==> src/rtl/rom_download_sequencer_if.sv <==
// Download-side and ROM-side signals of rom_download_sequencer.
// The master modport is the environment (hps_io plus the ROM sink); the slave is the sequencer.
interface rom_download_sequencer_if #(
  parameter int unsigned ADDR_W = 16
);
  logic              ioctl_download;
  logic [7:0]        ioctl_index;
  logic              ioctl_wr;
  logic [26:0]       ioctl_addr;
  logic [15:0]       ioctl_dout;
  logic              ioctl_wait;
  logic              rom_ready;
  logic [3:0]        rom_we;
  logic [ADDR_W-1:0] rom_addr;
  logic [7:0]        rom_data;
  logic              load_busy;
  logic              load_done;
  logic              load_err;

  modport master (
    output ioctl_download, ioctl_index, ioctl_wr, ioctl_addr, ioctl_dout, rom_ready,
    input  ioctl_wait, rom_we, rom_addr, rom_data, load_busy, load_done, load_err
  );

  modport slave (
    input  ioctl_download, ioctl_index, ioctl_wr, ioctl_addr, ioctl_dout, rom_ready,
    output ioctl_wait, rom_we, rom_addr, rom_data, load_busy, load_done, load_err
  );
endinterface

==> src/rtl/rom_download_sequencer.sv <==
// Buffers 16-bit ioctl download words in a 2-entry FIFO and replays each as two byte writes
// (low byte first) into one of four ROM regions, with backpressure and load status.
module rom_download_sequencer #(
  parameter logic [7:0]  INDEX   = 8'd0,
  parameter int unsigned ADDR_W  = 16,
  parameter logic [26:0] R1_BASE = 27'h08000,
  parameter logic [26:0] R2_BASE = 27'h10000,
  parameter logic [26:0] R3_BASE = 27'h18000,
  parameter logic [26:0] ROM_END = 27'h20000
) (
  input logic                     clk_sys,
  input logic                     reset_n,
  rom_download_sequencer_if.slave bus
);

  typedef enum logic [1:0] {StIdle, StLo, StHi} state_e;

  function automatic logic [3:0] region_we(input logic [26:0] a);
    if (a < R1_BASE)      return 4'b0001;
    else if (a < R2_BASE) return 4'b0010;
    else if (a < R3_BASE) return 4'b0100;
    else if (a < ROM_END) return 4'b1000;
    else                  return 4'b0000;
  endfunction

  function automatic logic [ADDR_W-1:0] region_off(input logic [26:0] a);
    logic [26:0] rel;
    if (a < R1_BASE)      rel = a;
    else if (a < R2_BASE) rel = a - R1_BASE;
    else if (a < R3_BASE) rel = a - R2_BASE;
    else                  rel = a - R3_BASE;
    return ADDR_W'(rel);
  endfunction

  state_e            state_q;
  logic [26:0]       fifo_addr_q [2];
  logic [15:0]       fifo_data_q [2];
  logic              wr_ptr_q, rd_ptr_q;
  logic [1:0]        count_q;
  logic [3:0]        rom_we_q;
  logic [ADDR_W-1:0] rom_addr_q;
  logic [7:0]        rom_data_q;
  logic              skip_q;  // presented byte is out of range; consumed without a strobe
  logic              wait_q, busy_q, done_q, err_q;

  logic              dl_match, push, push_ok, drop, byte_done, pop, busy_d;
  logic [1:0]        cnt_after_pop, count_d;
  logic [26:0]       head_addr, hi_addr;
  logic [15:0]       head_data;
  logic [3:0]        lo_we, hi_we;

  // Handshake decode and selection of the word the engine starts next.
  // The word being replayed stays in the FIFO until its high byte is consumed.
  always_comb begin
    dl_match      = bus.ioctl_download && (bus.ioctl_index == INDEX);
    push          = bus.ioctl_wr && dl_match;
    push_ok       = push && (count_q != 2'd2);
    drop          = push && (count_q == 2'd2);
    byte_done     = (state_q != StIdle) && (skip_q || bus.rom_ready);
    pop           = (state_q == StHi) && byte_done;
    cnt_after_pop = count_q - {1'b0, pop};
    count_d       = cnt_after_pop + {1'b0, push_ok};
    // Empty FIFO after the pop: bypass the incoming word so the low byte appears next cycle.
    head_addr     = bus.ioctl_addr;
    head_data     = bus.ioctl_dout;
    if (cnt_after_pop != 2'd0) begin
      head_addr = fifo_addr_q[rd_ptr_q ^ pop];
      head_data = fifo_data_q[rd_ptr_q ^ pop];
    end
    hi_addr       = fifo_addr_q[rd_ptr_q] | 27'd1;
    lo_we         = region_we(head_addr);
    hi_we         = region_we(hi_addr);
    busy_d        = busy_q ? (bus.ioctl_download || (count_d != 2'd0)) : dl_match;
  end

  // Word FIFO storage and pointers.
  always_ff @(posedge clk_sys or negedge reset_n) begin
    if (!reset_n) begin
      fifo_addr_q[0] <= '0;
      fifo_addr_q[1] <= '0;
      fifo_data_q[0] <= '0;
      fifo_data_q[1] <= '0;
      wr_ptr_q       <= 1'b0;
      rd_ptr_q       <= 1'b0;
      count_q        <= 2'd0;
    end else begin
      if (push_ok) begin
        fifo_addr_q[wr_ptr_q] <= bus.ioctl_addr;
        fifo_data_q[wr_ptr_q] <= bus.ioctl_dout;
        wr_ptr_q              <= ~wr_ptr_q;
      end
      if (pop) rd_ptr_q <= ~rd_ptr_q;
      count_q <= count_d;
    end
  end

  // Byte engine with registered ROM outputs; outputs only change when a byte completes.
  always_ff @(posedge clk_sys or negedge reset_n) begin
    if (!reset_n) begin
      state_q    <= StIdle;
      rom_we_q   <= 4'd0;
      rom_addr_q <= '0;
      rom_data_q <= 8'd0;
      skip_q     <= 1'b0;
    end else begin
      unique case (state_q)
        StIdle, StHi: begin
          if ((state_q == StIdle) || byte_done) begin
            if (count_d != 2'd0) begin
              state_q    <= StLo;
              rom_we_q   <= lo_we;
              rom_addr_q <= region_off(head_addr);
              rom_data_q <= head_data[7:0];
              skip_q     <= (lo_we == 4'd0);
            end else begin
              state_q  <= StIdle;
              rom_we_q <= 4'd0;
              skip_q   <= 1'b0;
            end
          end
        end
        StLo: begin
          if (byte_done) begin
            state_q    <= StHi;
            rom_we_q   <= hi_we;
            rom_addr_q <= region_off(hi_addr);
            rom_data_q <= fifo_data_q[rd_ptr_q][15:8];
            skip_q     <= (hi_we == 4'd0);
          end
        end
        default: state_q <= StIdle;
      endcase
    end
  end

  // Backpressure and load status.
  always_ff @(posedge clk_sys or negedge reset_n) begin
    if (!reset_n) begin
      wait_q <= 1'b0;
      busy_q <= 1'b0;
      done_q <= 1'b0;
      err_q  <= 1'b0;
    end else begin
      wait_q <= (count_d != 2'd0);
      busy_q <= busy_d;
      done_q <= busy_q && !busy_d;
      if (drop || (byte_done && skip_q)) begin
        err_q <= 1'b1;
      end else if (busy_d && !busy_q) begin
        err_q <= 1'b0;
      end
    end
  end

  assign bus.ioctl_wait = wait_q;
  assign bus.rom_we     = rom_we_q;
  assign bus.rom_addr   = rom_addr_q;
  assign bus.rom_data   = rom_data_q;
  assign bus.load_busy  = busy_q;
  assign bus.load_done  = done_q;
  assign bus.load_err   = err_q;

endmodule

==> src/flat_wrapper.sv <==
// flat-port wrapper written by rule: the top's interface ports become plain ports
module rom_download_sequencer_flat 
#(
  parameter logic [7:0]  INDEX   = 8'd0,
  parameter int unsigned ADDR_W  = 16,
  parameter logic [26:0] R1_BASE = 27'h08000,
  parameter logic [26:0] R2_BASE = 27'h10000,
  parameter logic [26:0] R3_BASE = 27'h18000,
  parameter logic [26:0] ROM_END = 27'h20000
)
  (clk_sys, reset_n, bus_ioctl_download, bus_ioctl_index, bus_ioctl_wr, bus_ioctl_addr, bus_ioctl_dout, bus_rom_ready, bus_ioctl_wait, bus_rom_we, bus_rom_addr, bus_rom_data, bus_load_busy, bus_load_done, bus_load_err);
  rom_download_sequencer_if #(.ADDR_W(ADDR_W)) bus_i ();
  input logic clk_sys;
  input logic reset_n;
  input wire logic [$bits(bus_i.ioctl_download)-1:0] bus_ioctl_download;
  input wire logic [$bits(bus_i.ioctl_index)-1:0] bus_ioctl_index;
  input wire logic [$bits(bus_i.ioctl_wr)-1:0] bus_ioctl_wr;
  input wire logic [$bits(bus_i.ioctl_addr)-1:0] bus_ioctl_addr;
  input wire logic [$bits(bus_i.ioctl_dout)-1:0] bus_ioctl_dout;
  input wire logic [$bits(bus_i.rom_ready)-1:0] bus_rom_ready;
  output wire logic [$bits(bus_i.ioctl_wait)-1:0] bus_ioctl_wait;
  output wire logic [$bits(bus_i.rom_we)-1:0] bus_rom_we;
  output wire logic [$bits(bus_i.rom_addr)-1:0] bus_rom_addr;
  output wire logic [$bits(bus_i.rom_data)-1:0] bus_rom_data;
  output wire logic [$bits(bus_i.load_busy)-1:0] bus_load_busy;
  output wire logic [$bits(bus_i.load_done)-1:0] bus_load_done;
  output wire logic [$bits(bus_i.load_err)-1:0] bus_load_err;
  assign bus_i.ioctl_download = bus_ioctl_download;
  assign bus_i.ioctl_index = bus_ioctl_index;
  assign bus_i.ioctl_wr = bus_ioctl_wr;
  assign bus_i.ioctl_addr = bus_ioctl_addr;
  assign bus_i.ioctl_dout = bus_ioctl_dout;
  assign bus_i.rom_ready = bus_rom_ready;
  assign bus_ioctl_wait = bus_i.ioctl_wait;
  assign bus_rom_we = bus_i.rom_we;
  assign bus_rom_addr = bus_i.rom_addr;
  assign bus_rom_data = bus_i.rom_data;
  assign bus_load_busy = bus_i.load_busy;
  assign bus_load_done = bus_i.load_done;
  assign bus_load_err = bus_i.load_err;
  rom_download_sequencer #(.INDEX(INDEX), .ADDR_W(ADDR_W), .R1_BASE(R1_BASE), .R2_BASE(R2_BASE), .R3_BASE(R3_BASE), .ROM_END(ROM_END)) u_core (.clk_sys(clk_sys), .reset_n(reset_n), .bus(bus_i));
endmodule
==> config.mk <==
export PLATFORM = sky130hd
export DESIGN_NAME = rom_download_sequencer_flat
export DESIGN_NICKNAME = d
export VERILOG_FILES = /design/src/rtl/rom_download_sequencer_if.sv /design/src/rtl/rom_download_sequencer.sv /design/src/flat_wrapper.sv
export SDC_FILE = /design/constraint.sdc
export NUM_CORES = 1
export LEC_CHECK = 0
export BUFFER_PORTS_ARGS = -buffer_cell sky130_fd_sc_hd__buf_2
export CORE_MARGIN = 3
export CORE_UTILIZATION = 58
export DETAILED_ROUTE_END_ITERATION = 8
export PLACE_DENSITY = 0.8
export SLEW_MARGIN = 30
export SYNTH_ARGS = -nofsm -noshare
export SYNTH_HDL_FRONTEND = slang
export SYNTH_SLANG_ARGS = --single-unit
==> constraint.sdc <==
create_clock -name clk_sys -period 3.9 [get_ports clk_sys]
set_input_delay 0.39 -clock clk_sys [delete_from_list [all_inputs] [get_ports clk_sys]]
set_output_delay 0.39 -clock clk_sys [all_outputs]
set_load 0.01 [all_outputs]
==> results of run 1 <==
## metrics by stage
stage                     util [%]  cell area (um2)  total power, mW  setup WS, ns
after detailed placement      65.1             6810             3.62         0.484
after global routing          70.7             7390             5.41         0.366
after floorplan                  -             6330             3.11          1.16
after global placement        65.1             6810             3.55         0.642
after CTS                     70.5             7380             5.13         0.546
final                         70.7             7390             5.14         0.519
## critical path, delay by kind of cell (launching register included)
kind | cells | cell delay [ns]
fa+ha+maj | 2 | 0.42
mux | 1 | 0.34
flops | 1 | 0.48
compound gates | 2 | 0.85
simple gates | 2 | 0.37
buf+inv | 3 | 0.47
xor+xnor | 2 | 0.32
## routing by layer
metal  part of all wire [%]  vias to the layer above  global-route usage [%]
met1                     43                     2408                    32.6
met3                    6.0                       32                    7.84
met5                      0                        -                       0
met4                    2.1                        0                    9.77
met2                     49                      174                    42.4
li1                       -                     2104                       -
## final cells by class
type	instances	area share, %
Multi-Input combinational cell	345	39.6
Timing Repair Buffer	99	7.57
Inverter	10	0.542
Tap cell	136	2.30
Sequential cell	125	42.3
Clock buffer	21	6.08
Clock inverter	11	1.59
## cell families after synthesis
logic type / Yosys count / synth area share (%)
AO/OA/AOI/OAI: 115 / 12.2
XOR/XNOR: 3 / 0.415
adder cells (fa/ha/maj): 3 / 0.574
buffers and inverters: 44 / 4.39
flip-flops: 125 / 49.4
multiplexers: 136 / 24.7
AND/OR/NAND/NOR: 88 / 8.27
## sequential cells by signal, summed over array words and instances (netlist names), 2 cells and up
| signal | count |
|---|---|
| u_core.fifo_addr_q | 54 |
| u_core.fifo_data_q | 32 |
| u_core.bus.rom_addr | 16 |
| u_core.bus.rom_data | 8 |
| u_core.bus.rom_we | 4 |
| u_core.count_q | 2 |
| u_core.state_q | 2 |
## worst paths after layout
kind	start	to	depth (start not counted)
max in group asynchronous	reset_n	u_core.fifo_data_q[3]$_DFFE_PN0P_	3
min in group asynchronous	reset_n	u_core.bus.rom_addr[7]$_DFFE_PN0P_	2
worst min-delay path	bus_ioctl_download	u_core.bus.load_done$_DFF_PN0_	2
worst max register to register	u_core.state_q[0]$_DFFE_PN0P_	u_core.bus.rom_addr[5]$_DFFE_PN0P_	12
worst min register to register	u_core.fifo_data_q[2]$_DFFE_PN0P_	u_core.fifo_data_q[2]$_DFFE_PN0P_	1
worst max-delay path	u_core.state_q[0]$_DFFE_PN0P_	u_core.bus.rom_addr[5]$_DFFE_PN0P_	12
## synth_stat cells, types with 2 or more instances
| cell type | count | area (um2) |
|---|---|---|
| nor2_1 | 19 | 71.3 |
| a31oi_1 | 5 | 31.3 |
| nand2_1 | 10 | 37.5 |
| clkbuf_1 | 13 | 48.8 |
| nand3_1 | 4 | 20.0 |
| xnor2_1 | 3 | 26.3 |
| a22oi_1 | 4 | 30.0 |
| nor3_1 | 5 | 25.0 |
| and3_1 | 24 | 150 |
| and4_1 | 2 | 17.5 |
| buf_6 | 13 | 146 |
| a211oi_1 | 26 | 195 |
| o31ai_1 | 4 | 30.0 |
| nor4_1 | 6 | 37.5 |
| inv_2 | 2 | 7.51 |
| mux2_2 | 85 | 957 |
| buf_2 | 6 | 30.0 |
| mux2i_1 | 28 | 280 |
| dfrtp_1 | 125 | 3130 |
| nand3_2 | 2 | 20.0 |
| o21ai_1 | 2 | 10.0 |
| inv_1 | 6 | 22.5 |
| o22ai_1 | 23 | 144 |
| nand2b_1 | 2 | 12.5 |
| ha_1 | 2 | 25.0 |
| o21ai_0 | 29 | 145 |
| o21a_1 | 2 | 15.0 |
| mux2_4 | 17 | 255 |
| nor2_4 | 3 | 33.8 |
| mux2_1 | 6 | 67.6 |
| a21oi_1 | 3 | 15.0 |
## power groups by stage
stage	combinational [mW]	sequential, mW	clock [mW]
5_1_grt	2.18	1.63	1.59
2_1_floorplan	1.50	1.61	0
6_report	2.03	1.61	1.50
3_3_place_gp	1.93	1.62	0
3_5_place_dp	1.99	1.62	0
4_1_cts	2.00	1.61	1.52
## what timing repair did
item | in CTS | in global routing
gates resized for setup | 0 | 0
hold buffers | 0 | 1
hold endpoints to repair | 0 | 75
buffers inserted | 0 | 0
==> reports/qor.yml, run 1 <==
totalNegativeSetupSlack_ns: 0
layout_common_cells: "dfrtp_1 (124), buf_2 (86), mux2_2 (85)"
core_um2: 10500
required_ns: 4.31
synth_ff_type: "dfrtp_1"
clkLatencyLatePin_ns: 0.54
fillers: 738
syn_avg_cell_area_um2: 12.3
io_pins: 88
cpPeakStageDelay_ns: 0.54
regArea_um2: 3130
die_h_um: 110
cts.clk_slew.worst_paths_ns: 0.06
vias_per_cell: 6.32
pwr-share-seq_pct: 31.3
fp.dieArea_um2: 12200
drc: 0
cpMaxStageDelayCell: "o21a_2"
grt_pass1_wl_um: 25400
cts_root_buf: "clkbuf_8"
p_comb_share_pct: 39.4
diodes: 0
whs_ns: 0.0450
io_buffers: 87
cts_made_buffers: 17
period_share_pct: 86.7
clockBufferDepth: 2
synth_cells: 514
dp_cells: 714
rrSetupSlack_ns: 0.52
synth-seq-cells: 125
swShare_pct: 37.0
grt_overflow: 0
multi_input_area_um2: 2930
worst_setup_path_start_kind: "flip-flop"
finClkSkew_ns: 0.00762
timing.fmax_mhz: 296
finalWirelength_um: 15200
instances_no_fill: 747
post_drt_wl_per_cell_um: 20.3
drv_cap: 0
p_sw_mw: 1.90
track_usage_pct: 25.9
ys_async_sr_fraction_pct: 100
grt_pass1_vias: 4969
clockPowerShare_pct: 29.2
clock_sinks: 125
worstPathCellList: "o21ba_4, nand2_4, inv_4, ha_1, inv_1, ha_1, xnor2_1, xnor2_1, or2_1, o21a_2, buf_4, mux2_2"
grt_max_degree: 78
peakVddDrop_mv: 0.449
synth-seq-area-share_pct: 49.4
num_rows: 37
syn-cell-area_um2: 6330
postRouteAntennaNets: 0
first_pass_iters: 7
slew_viol_final: 0
drive_gt1_share_pct: 41.1
via_count: 4718
power_density_nw_per_um2: 695
power.leakage_nw: 3.68
synthesis.nets: 572
antenna_found_initial: 0
worstSetupPathType: "flip-flop to flip-flop"
p_int_mw: 3.24
nets: 656
die_x_um: 110
gp_congestion: 0.913
finalHoldViolations: 0
status: "finished, final reports clean"
arrival_ns: 3.80
grt_setup_unrepaired: "false"
synth-edff-count: 0
area_growth_pct: 16.9
htree_levels: 4
initial_utilization_pct: 60.5
drt_iter0_drc: 387
final_common_cell: "dfrtp_1"
hpwl_um: 9770
worstPathMaxFanout: 17
endpoint_kind: "flip-flop"
slew_headroom_pct: 47.4
yosys_warnings: 0
setup_viol: 0
min_path_type: "input pin to flip-flop"
cts_tree: "done"
synth.distinct_cells: 64
min_period_ns: 3.38
tightest_slew_ns: 0.787
No activity file was read; power rests on OpenSTA's default activity.
==> run 2: changes to the inputs <==
CORE_UTILIZATION = 62   (was 58)
PLACE_DENSITY = 0.85   (was 0.8)
clock period = 4.25 ns   (was 3.9 ns; I/O delays follow)
==> reports/qor.yml, run 2 (same netlist as run 1, synthesis figures left out) <==
num_rows: 36  # -2.7%
worstSetupPathType: "flip-flop to flip-flop"
vias_per_cell: 6.36  # +0.63%
layout_common_cells: "dfrtp_1 (124), buf_2 (86), mux2_2 (85)"
hpwl_um: 9210  # -5.8%
worstPathCellList: "o21ba_4, nand2_4, inv_4, ha_1, inv_1, ha_1, xnor2_1, xnor2_1, or2_1, o21a_2, mux2_2"
final_common_cell: "dfrtp_1"
cpPeakStageDelay_ns: 0.75  # +0.21 ns
drt_iter0_drc: 412  # +6.5%
worst_slack_ns: 0.826  # +0.307 ns
min_period_ns: 3.42  # +0.0428 ns
io_pins: 88  # unchanged
slew_headroom_pct: 41.9  # -5.5 points
post_drt_wl_per_cell_um: 20.5  # +0.69%
cpMaxStageDelayCell: "o21a_2"
grt_pass1_wl_um: 24700  # -2.8%
finalWirelength_um: 15100  # -0.26%
peakVddDrop_mv: 0.358  # -20%
cts_made_buffers: 17  # unchanged
power.leakage_nw: 3.67  # -0.27%
cts_tree: "done"
antenna_found_initial: 0  # unchanged
worstPathMaxFanout: 26  # +9
tightest_slew_ns: 0.871  # +0.0843 ns
arrival_ns: 3.84  # +0.04 ns
cts.hold.buffers_added: 0  # unchanged
core_um2: 9860  # -5.7%
required_ns: 4.67  # +0.36 ns
grt_setup_unrepaired: "false"
drive_gt1_share_pct: 40.5  # -0.55 points
nets: 652  # -0.61%
io_buffers: 87  # unchanged
period_share_pct: 80.6  # -6.1 points
timing.fmax_mhz: 292  # -1.2%
die_x_um: 107  # -3.1%
clock_sinks: 125  # unchanged
gp_congestion: 0.922  # +0.93%
htree_levels: 4  # unchanged
largest_reg_flops: 54  # unchanged
finClkSkew_ns: 0.00729  # -0.000324 ns
die_h_um: 107  # -3.1%
initial_utilization_pct: 64.1  # +3.7 points
worst_setup_path_start_kind: "flip-flop"
drc: 0  # unchanged
postRouteAntennaNets: 0  # unchanged
clkLatencyLatePin_ns: 0.54  # about the same
setup_viol: 0  # unchanged
endpoint_kind: "flip-flop"
via_count: 4703  # -0.32%
grt_pass1_vias: 4857  # -2.3%
power_density_nw_per_um2: 646  # -7.1%
cts.clk_slew.worst_paths_ns: 0.06  # about the same
area_growth_pct: 16.8  # about the same
grt_max_degree: 79  # +1.3%
grt_overflow: 0  # unchanged
drv_cap: 0  # unchanged
clockBufferDepth: 2  # unchanged
totalNegativeSetupSlack_ns: 0  # unchanged
first_pass_iters: 5  # -2
diodes: 0  # unchanged
cts-resized-gates: 0  # unchanged
cts_root_buf: "clkbuf_8"
pre_cts_slack_ns: 0.744  # +0.260 ns
top_register: "u_core.fifo_addr_q"
finalHoldViolations: 0  # unchanged
min_path_type: "input pin to flip-flop"
post_cts_buffers: 0  # unchanged
status: "finished, final reports clean"
slew_viol_final: 0  # unchanged
power_mw: 4.78  # -7.1%
fp.dieArea_um2: 11500  # -6.1%
track_usage_pct: 27.7  # +1.8 points
[run 2: cell count changes in the layout (fill, tap and decap cells not counted), sizes merged]
cell | before | now
clkinv | 8 | 6
buf | 98 | 94
bufinv | 2 | 3
clkinvlp | 2 | 3
[run 2: where the power goes]
part / switching [mW] / internal [mW]
registers: 0.139 / 1.34
clock network: 0.530 / 0.920
logic: 1.09 / 0.757
[run 2: critical path: cells and delay by family (launching register included)]
kind,cells,cell delay (ns)
AO/OA/AOI/OAI,2,1.06
buffers and inverters,2,0.21
XOR/XNOR,2,0.31
multiplexers,1,0.42
flip-flops,1,0.48
adder cells (fa/ha/maj),2,0.42
AND/OR/NAND/NOR,2,0.38
[run 2: final timing paths]
check | startpoint | endpoint | slack, ns | cells after the start
max | u_core.state_q[0]$_DFFE_PN0P_ | u_core.bus.rom_addr[3]$_DFFE_PN0P_ | 0.83 | 11
min | bus_ioctl_download | u_core.bus.load_done$_DFF_PN0_ | 0.09 | 2
max reg2reg | u_core.state_q[0]$_DFFE_PN0P_ | u_core.bus.rom_addr[3]$_DFFE_PN0P_ | 0.83 | 11
min reg2reg | u_core.fifo_data_q[0]$_DFFE_PN0P_ | u_core.fifo_data_q[0]$_DFFE_PN0P_ | 0.50 | 1
max in group asynchronous | reset_n | u_core.fifo_addr_q[45]$_DFFE_PN0P_ | 3.07 | 3
min in group asynchronous | reset_n | u_core.fifo_addr_q[7]$_DFFE_PN0P_ | 0.47 | 2
[run 2: through the flow]
step | hold WS [ns] | util (%) | area (um2) | instances
final | 0.0924 | 74.9 | 7390 | 740
after global routing | 0.0919 | 74.9 | 7390 | 740
after CTS | 0.0747 | 74.7 | 7370 | 739
after detailed placement | 0.484 | 68.7 | 6780 | 707
after global placement | 0.468 | 68.7 | 6780 | 707
after floorplan | 0.129 | - | 6330 | 514
[run 2: layout make-up]
type                    instances  area [um2]
flip-flops and latches        125        3130
multi-input cells             345        2930
fillers                       624        2480
repair buffers                 95         529
clock buffers                  21         449
well taps                     133         166
clock inverters                11         141
inverters                      10        40.0
[run 2: metal layers]
layer | GRT usage (%) | vias to the layer above | routed length, um
met2 | 46.1 | 187 | 7690
met3 | 6.98 | 34 | 969
met5 | 0 | - | 0
met1 | 35.4 | 2384 | 6220
met4 | 9.86 | 0 | 259
li1 | - | 2098 | -
